==> src/rtl/rgmii_rx_frame_receiver.sv <==
// rgmii_rx_frame_receiver
// Receive side of an RGMII port. Captures the DDR nibbles on both edges of
// the receive clock, rebuilds bytes, strips preamble/SFD and delivers the
// frame as a byte stream with first/last/error framing. Only length and
// in-frame RX_ER are checked here; FCS is left to downstream logic.
//
// Ports
//   clock            RGMII RXC, both edges used for capture
//   reset_n          asynchronous active-low reset
//   rgmii_rxd        DDR receive data (low nibble on rise, high on fall)
//   rgmii_rx_ctl     DDR control (RX_DV on rise, RX_DV^RX_ER on fall)
//   rx_data          received payload byte
//   rx_valid         rx_data valid this cycle (no backpressure)
//   rx_first         first byte after SFD
//   rx_last          final byte of frame
//   rx_error         frame bad, qualified by rx_last
//   good_frame_count frames ended without error (wrapping)
//   bad_frame_count  frames ended with error, including zero-length (wrapping)
//
// State | meaning
// IDLE     | waiting for RX_DV with a preamble or SFD byte
// PREAMBLE | inside 0x55 preamble, waiting for SFD 0xD5
// PAYLOAD  | receiving frame bytes, one byte held to mark the last one
// DROP     | unsyncable frame, discard until RX_DV drops

module rgmii_rx_frame_receiver #(
    parameter int INPUT_WIDTH     = 4,
    parameter int MIN_FRAME_BYTES = 64,
    parameter int MAX_FRAME_BYTES = 1522
) (
    input  logic                     clock,
    input  logic                     reset_n,
    input  logic [INPUT_WIDTH-1:0]   rgmii_rxd,
    input  logic                     rgmii_rx_ctl,
    output logic [2*INPUT_WIDTH-1:0] rx_data,
    output logic                     rx_valid,
    output logic                     rx_first,
    output logic                     rx_last,
    output logic                     rx_error,
    output logic [15:0]              good_frame_count,
    output logic [15:0]              bad_frame_count
);

    localparam int BYTE_W = 2 * INPUT_WIDTH;
    localparam int LEN_W  = $clog2(MAX_FRAME_BYTES + 2);

    localparam logic [LEN_W-1:0]  LEN_MIN  = LEN_W'(MIN_FRAME_BYTES);
    localparam logic [LEN_W-1:0]  LEN_MAX  = LEN_W'(MAX_FRAME_BYTES);
    localparam logic [LEN_W-1:0]  LEN_SAT  = LEN_W'(MAX_FRAME_BYTES + 1);
    localparam logic [BYTE_W-1:0] PRE_BYTE = BYTE_W'(8'h55);
    localparam logic [BYTE_W-1:0] SFD_BYTE = BYTE_W'(8'hD5);

    typedef enum logic [1:0] {
        IDLE     = 2'd0,
        PREAMBLE = 2'd1,
        PAYLOAD  = 2'd2,
        DROP     = 2'd3
    } state_t;

    state_t state, state_nx;

    logic [INPUT_WIDTH-1:0] rise_nibble;
    logic [INPUT_WIDTH-1:0] fall_nibble;
    logic                   dv;
    logic                   ctl2;

    logic [BYTE_W-1:0] byte_data;
    logic              byte_dv;
    logic              byte_er;

    logic [BYTE_W-1:0] hold_data;
    logic              hold_valid;
    logic              hold_first;
    logic [LEN_W-1:0]  len;
    logic              sticky_er;
    logic              frame_bad;

    logic start;
    logic store;
    logic finish;
    logic beat_valid;
    logic beat_first;
    logic beat_last;
    logic beat_error;

    // Rising-edge half of the DDR capture.
    always_ff @(posedge clock or negedge reset_n) begin
        if (!reset_n) begin
            rise_nibble <= '0;
            dv          <= 1'b0;
        end else begin
            rise_nibble <= rgmii_rxd;
            dv          <= rgmii_rx_ctl;
        end
    end

    // Falling-edge half of the DDR capture.
    always_ff @(negedge clock or negedge reset_n) begin
        if (!reset_n) begin
            fall_nibble <= '0;
            ctl2        <= 1'b0;
        end else begin
            fall_nibble <= rgmii_rxd;
            ctl2        <= rgmii_rx_ctl;
        end
    end

    // Byte assembly: the falling edge carries DV^ER, so ER is recovered by xor.
    always_ff @(posedge clock or negedge reset_n) begin
        if (!reset_n) begin
            byte_data <= '0;
            byte_dv   <= 1'b0;
            byte_er   <= 1'b0;
        end else begin
            byte_data <= {fall_nibble, rise_nibble};
            byte_dv   <= dv;
            byte_er   <= dv ^ ctl2;
        end
    end

    assign frame_bad = sticky_er | (len < LEN_MIN) | (len > LEN_MAX);

    always_ff @(posedge clock or negedge reset_n) begin
        if (!reset_n) begin
            state <= IDLE;
        end else begin
            state <= state_nx;
        end
    end

    // byte_er is only looked at while byte_dv is high, so DV=0 with ER=1
    // (carrier extension / in-band status) behaves exactly like idle.
    always_comb begin
        state_nx   = state;
        start      = 1'b0;
        store      = 1'b0;
        finish     = 1'b0;
        beat_valid = 1'b0;
        beat_first = 1'b0;
        beat_last  = 1'b0;
        beat_error = 1'b0;
        case (state)
            IDLE: begin
                if (byte_dv) begin
                    if (byte_data == PRE_BYTE) begin
                        state_nx = PREAMBLE;
                    end else if (byte_data == SFD_BYTE) begin
                        state_nx = PAYLOAD;
                        start    = 1'b1;
                    end else begin
                        state_nx = DROP;
                    end
                end
            end
            PREAMBLE: begin
                if (!byte_dv) begin
                    state_nx = IDLE;
                end else if (byte_data == SFD_BYTE) begin
                    state_nx = PAYLOAD;
                    start    = 1'b1;
                end else if (byte_data != PRE_BYTE) begin
                    state_nx = DROP;
                end
            end
            PAYLOAD: begin
                if (byte_dv) begin
                    store      = 1'b1;
                    beat_valid = hold_valid;
                    beat_first = hold_valid & hold_first;
                end else begin
                    finish     = 1'b1;
                    beat_valid = hold_valid;
                    beat_first = hold_valid & hold_first;
                    beat_last  = hold_valid;
                    beat_error = hold_valid & frame_bad;
                    state_nx   = IDLE;
                end
            end
            DROP: begin
                if (!byte_dv) begin
                    state_nx = IDLE;
                end
            end
            default: state_nx = IDLE;
        endcase
    end

    // Frame datapath: one byte held back so the last byte can carry rx_last.
    always_ff @(posedge clock or negedge reset_n) begin
        if (!reset_n) begin
            hold_data  <= '0;
            hold_valid <= 1'b0;
            hold_first <= 1'b0;
            len        <= '0;
            sticky_er  <= 1'b0;
        end else if (start) begin
            hold_valid <= 1'b0;
            hold_first <= 1'b0;
            len        <= '0;
            sticky_er  <= 1'b0;
        end else if (store) begin
            hold_data  <= byte_data;
            hold_valid <= 1'b1;
            hold_first <= (len == '0);
            if (len != LEN_SAT) begin
                len <= len + 1'b1;
            end
            if (byte_er) begin
                sticky_er <= 1'b1;
            end
        end else if (finish) begin
            hold_valid <= 1'b0;
        end
    end

    always_ff @(posedge clock or negedge reset_n) begin
        if (!reset_n) begin
            rx_data  <= '0;
            rx_valid <= 1'b0;
            rx_first <= 1'b0;
            rx_last  <= 1'b0;
            rx_error <= 1'b0;
        end else begin
            rx_valid <= beat_valid;
            rx_first <= beat_first;
            rx_last  <= beat_last;
            rx_error <= beat_error;
            if (beat_valid) begin
                rx_data <= hold_data;
            end
        end
    end

    always_ff @(posedge clock or negedge reset_n) begin
        if (!reset_n) begin
            good_frame_count <= '0;
            bad_frame_count  <= '0;
        end else if (finish) begin
            if (frame_bad) begin
                bad_frame_count <= bad_frame_count + 16'd1;
            end else begin
                good_frame_count <= good_frame_count + 16'd1;
            end
        end
    end

endmodule

==> config.mk <==
export PLATFORM = sky130hd
export DESIGN_NAME = rgmii_rx_frame_receiver
export DESIGN_NICKNAME = d
export VERILOG_FILES = /design/src/rtl/rgmii_rx_frame_receiver.sv
export SDC_FILE = /design/constraint.sdc
export NUM_CORES = 1
export LEC_CHECK = 0
export BUFFER_PORTS_ARGS = -buffer_cell sky130_fd_sc_hd__buf_4
export CAP_MARGIN = 20
export CORE_MARGIN = 10
export CORE_UTILIZATION = 45
export CTS_BUF_LIST = sky130_fd_sc_hd__clkbuf_16
export CTS_CLUSTER_SIZE = 24
export DETAILED_ROUTE_END_ITERATION = 16
export GPL_TIMING_DRIVEN = 0
export RECOVER_POWER = 50
export SLEW_MARGIN = 25
export SYNTH_ARGS = -nofsm -noshare
export SYNTH_HDL_FRONTEND = slang
export SYNTH_SLANG_ARGS = --single-unit
export TNS_END_PERCENT = 100
==> constraint.sdc <==
create_clock -name clock -period 4.05 [get_ports clock]
set_input_delay 0.2025 -clock clock [delete_from_list [all_inputs] [get_ports clock]]
set_output_delay 0.2025 -clock clock [all_outputs]
set_load 0.05 [all_outputs]
Word-level counts from Yosys, hierarchy flattened:

Cells that the tools add are included.

* register bits after elaboration: 88
* latch bits: 0
* memory bits (writable): 0
* memory bits (read-only): 0
* bits of input ports: 7
* output and inout port bits: 44
* logic and storage cells: 89
* memories kept: 0

* $add $sub $neg: 3
* multiply operators: 0
* divide/modulo/power cells: 0
* order comparisons: 2
* eq/ne operators: 10
* shift operators: 0
* muxes and demuxes: 34
* bitwise logic cells: 7
* reductions and logical operators: 13

Operators by type and width (count)
* 11-bit two-way mux: 3
* 16-bit by 1-bit adder with 16-bit output (second input constant): 2
* 1-bit two-way mux: 23
* 2-bit two-way mux: 6
* 11-bit by 1-bit adder with 11-bit output (second input constant): 1
* 11-bit > comparator (second input constant): 1
* 11-bit zero test: 1
* 11-bit by 7-bit less-than comparator with 1-bit output (second input constant): 1
* 11-bit inequality test (second input constant): 1
* 2-bit AND reduction: 5
* 8-bit by 7-bit equality test with 1-bit output (second input constant): 1
* 8-bit equality test (second input constant): 1
* 8-bit by 7-bit inequality test with 1-bit output (second input constant): 1
* 2-bit case mux with 3 select lines: 1
* 2-bit nonzero test: 3
* 2-bit equality test (second input constant): 2
* 2-bit inequality test (second input constant): 2
* 4-bit inequality test (second input constant): 1
* 3-bit AND reduction: 1
* 3-bit nonzero test: 1
* 1-bit AND: 2
* 2-bit by 1-bit equality test with 1-bit output (second input constant): 1
* 2-bit zero test: 1
* 1-bit NOT: 2
* other kinds (4): 5

Longest topological paths before layout:

* depth after elaboration: 7
* depth in mapped cells: 7
* gate-level depth less buffers: 5

==> results.sh <==
export IMPL_synth_area_per_cell_sq_um=12.1
export IMPL_post_cts_buffers=0
export IMPL_synth_compound_area_frac=0.0583
export IMPL_required_ns=2.49
export IMPL_synth_top_family_by_area="simple AND/OR/NAND/NOR gates"
export IMPL_swShare=0.325
export IMPL_hold_violations=0
export IMPL_routedWlPerCell_microns=15.7
export IMPL_internal_power_mw=1.70
export IMPL_synthAdderAreaFrac=0.0133
export IMPL_final_common_cell="dfrtp_1"
export IMPL_start_util=0.462
export IMPL_ios=51
export IMPL_syn_area_sq_mm=0.00377
export IMPL_root_buffer="clkbuf_16"
export IMPL_p_switching_mw=0.818
export IMPL_postCtsResizedCells=0
export IMPL_tightest_slew_ns=0.778
export IMPL_grt_total_usage=0.124
export IMPL_stdcell_count=488
export IMPL_yosysTopAreaCell="dfrtp_1"
export IMPL_drc=0
export IMPL_ys_ff_latch=88
export IMPL_p_per_area_mw_per_mm2=550
export IMPL_crit_type="in2async"
export IMPL_cts_tree="built"
export IMPL_p_clk_frac=0.360
export IMPL_crit_fanout=88
export IMPL_skew_ns=0.0104
export IMPL_setup_ws_ns=1.09
export IMPL_port_buffers=50
export IMPL_rows=33
export IMPL_drv_cap=0
export IMPL_grt_max_degree=89
export IMPL_dieHeight_microns=112
export IMPL_ys_flop_type="dfrtp_1"
export IMPL_path_cells="dlygate4sd3_1, buf_6"
export IMPL_synth_edf_count=0
export IMPL_antenna_found_initial=0
export IMPL_path_buf_inv=2
export IMPL_synthArstFlopShare=1.00
export IMPL_netlist_instances=311
export IMPL_hold_path_class="reg2reg"
export IMPL_power_mw=2.51
export IMPL_setup_viol=0
export IMPL_dieWidth_microns=112
export IMPL_detail_route_iter0_violations=57
export IMPL_diodes=0
export IMPL_cp_top_family="buffers and inverters"
export IMPL_muxShareOfSynthArea=0.0378
export IMPL_grt_pass1_vias=2548
export IMPL_core_area_sq_mm=0.00818
export IMPL_yosys_top_cells_area="dfrtp_1, xor2_1, xnor2_1, nand2_1, dfrtn_1"
export IMPL_clk_latency_ns=0.34
export IMPL_fillers=746
export IMPL_holdWs_ns=0.350
export IMPL_max_stage_delay_ns=0.60
export IMPL_tns_ns=0
export IMPL_arrival_ns=1.39
export IMPL_cts_htree_levels=3
export IMPL_synth_xor_area_frac=0.0882
export IMPL_place_gp_congestion=0.752
export IMPL_worst_setup_path_start_kind="input port"
export IMPL_netlist_area_leader_share=0.550
export IMPL_detailed_place_hpwl_microns=5240
export IMPL_ys_warn_count=0
export IMPL_clk_pin_slew_ns=0.07
export IMPL_dp_cells=466
export IMPL_globalRoute_totalOverflow=0
export IMPL_numCtsBuffers=9
export IMPL_vdd_drop_max_uv=244
export IMPL_cts_sinks=88
export IMPL_grt_pass1_wl_microns=13000
export IMPL_slew_limit_headroom=0.477
export IMPL_drive_above_1_share=0.193
export IMPL_syn_num_nets=322
export IMPL_p_leak_nw=2.12
export IMPL_place_ws_ns=1.25
export IMPL_slowest_stage="buf_6"
export IMPL_rsz0062_at_grt="false"
export IMPL_synth_distinct_cells=47
export IMPL_share_seq_of_total_power=0.430
export IMPL_reg2reg_slack_ns=1.42
export IMPL_synth_simple_area_share=0.189
export IMPL_detail_route_wirelength_microns=7670
export IMPL_clockBufferDepth=2
export IMPL_slew_viol_final=0
export IMPL_routed_via_count=2555
export IMPL_status="complete, no violations"
export IMPL_syn_to_final_growth_pct=21.0
export IMPL_cp_end_kind="async pin"
export IMPL_detail_route_antenna_nets=0
export IMPL_p_comb_frac=0.210
export IMPL_vias_per_cell=5.24
export IMPL_fin_nets=389
export IMPL_drtPass1Iterations=4
export IMPL_yosysSeqAreaShare=0.583
export IMPL_dieArea_sq_mm=0.0125
export IMPL_final_cell_mix="dfrtp_1, nand2_1, clkbuf_1"
## state kept, by name, summed over array words and instances (netlist names), 2 cells and up
signal            count
bad_frame_count      16
good_frame_count     16
len                  11
byte_data             8
hold_data             8
rx_data               8
fall_nibble           4
rise_nibble           4
state                 2
## power groups by stage
stage                     clock, mW  sequential, mW  combinational, mW
after global placement            0            1.09              0.563
after detailed placement          0            1.10              0.573
after CTS                     0.925            1.08              0.579
after floorplan                   0            1.29              0.191
after global routing          0.961            1.10              0.577
final                         0.905            1.08              0.528
## routing by layer
metal,GRT usage,vias up,wire length (microns)
met5,0,-,0
met4,0.0488,0,82
met3,0.0301,8,298
met2,0.194,40,3660
met1,0.162,1277,3630
li1,-,1230,-
## area by class of cell
| class | instances | area, sq um | share of cell area |
|---|---|---|---|
| flip-flops and latches | 88 | 2200 | 0.482 |
| multi-input cells | 202 | 1460 | 0.319 |
| repair buffers | 56 | 338 | 0.0739 |
| clock buffers | 9 | 225 | 0.0493 |
| well taps | 105 | 131 | 0.0288 |
| clock inverters | 7 | 100 | 0.0219 |
| plain buffers | 15 | 91.3 | 0.0200 |
| inverters | 6 | 22.5 | 0.00493 |
## kinds of logic after synthesis
group,after synthesis
AOI/OAI and AO/OA,29
xor gates and xnor gates,38
adders and majority gates,4
buffers and inverters,21
DFF,88
muxes,13
and+or+nand+nor,118
## cell usage after synthesis (2+ instances only)
master / number
dfrtp_1: 83
nand2_1: 34
xor2_1: 21
xnor2_1: 17
nor2_1: 15
mux2_2: 10
nand3_1: 10
o2111ai_1: 9
nand4_1: 8
nor4_2: 8
and3_1: 6
and4_1: 6
clkbuf_1: 6
inv_1: 6
a21oi_1: 5
and2_1: 5
dfrtn_1: 5
nor4_1: 5
o21ai_0: 5
buf_2: 4
ha_1: 4
nor3_1: 4
buf_6: 3
mux2i_1: 3
o211ai_1: 3
buf_4: 2
nand2b_1: 2
nand4b_1: 2
or3_1: 2
## path summary, 6_finish.rpt
path	end	cells after the start	startpoint
setup / recovery	fall_nibble[3]	2	reset_n
hold / removal	byte_data[2]	0	rise_nibble[2]
setup reg to reg	byte_er	1	ctl2
hold reg to reg	byte_data[2]	0	rise_nibble[2]
max in group clock	fall_nibble[0]	2	rgmii_rxd[0]
min in group asynchronous	len[2]	2	reset_n
## timing repair
action | in CTS | in global routing
endpoints found under the setup margin | 0 | 0
hold buffers | 6 | 0
endpoints found under the hold margin | 88 | 0
## stage by stage
step	cell area (sq um)	utilization
final	4570	0.559
after global routing	4570	0.559
after CTS	4670	0.571
after detailed placement	4290	0.524
after global placement	4280	0.524
after floorplan	3770	-
(Power assumes the default switching activity.)
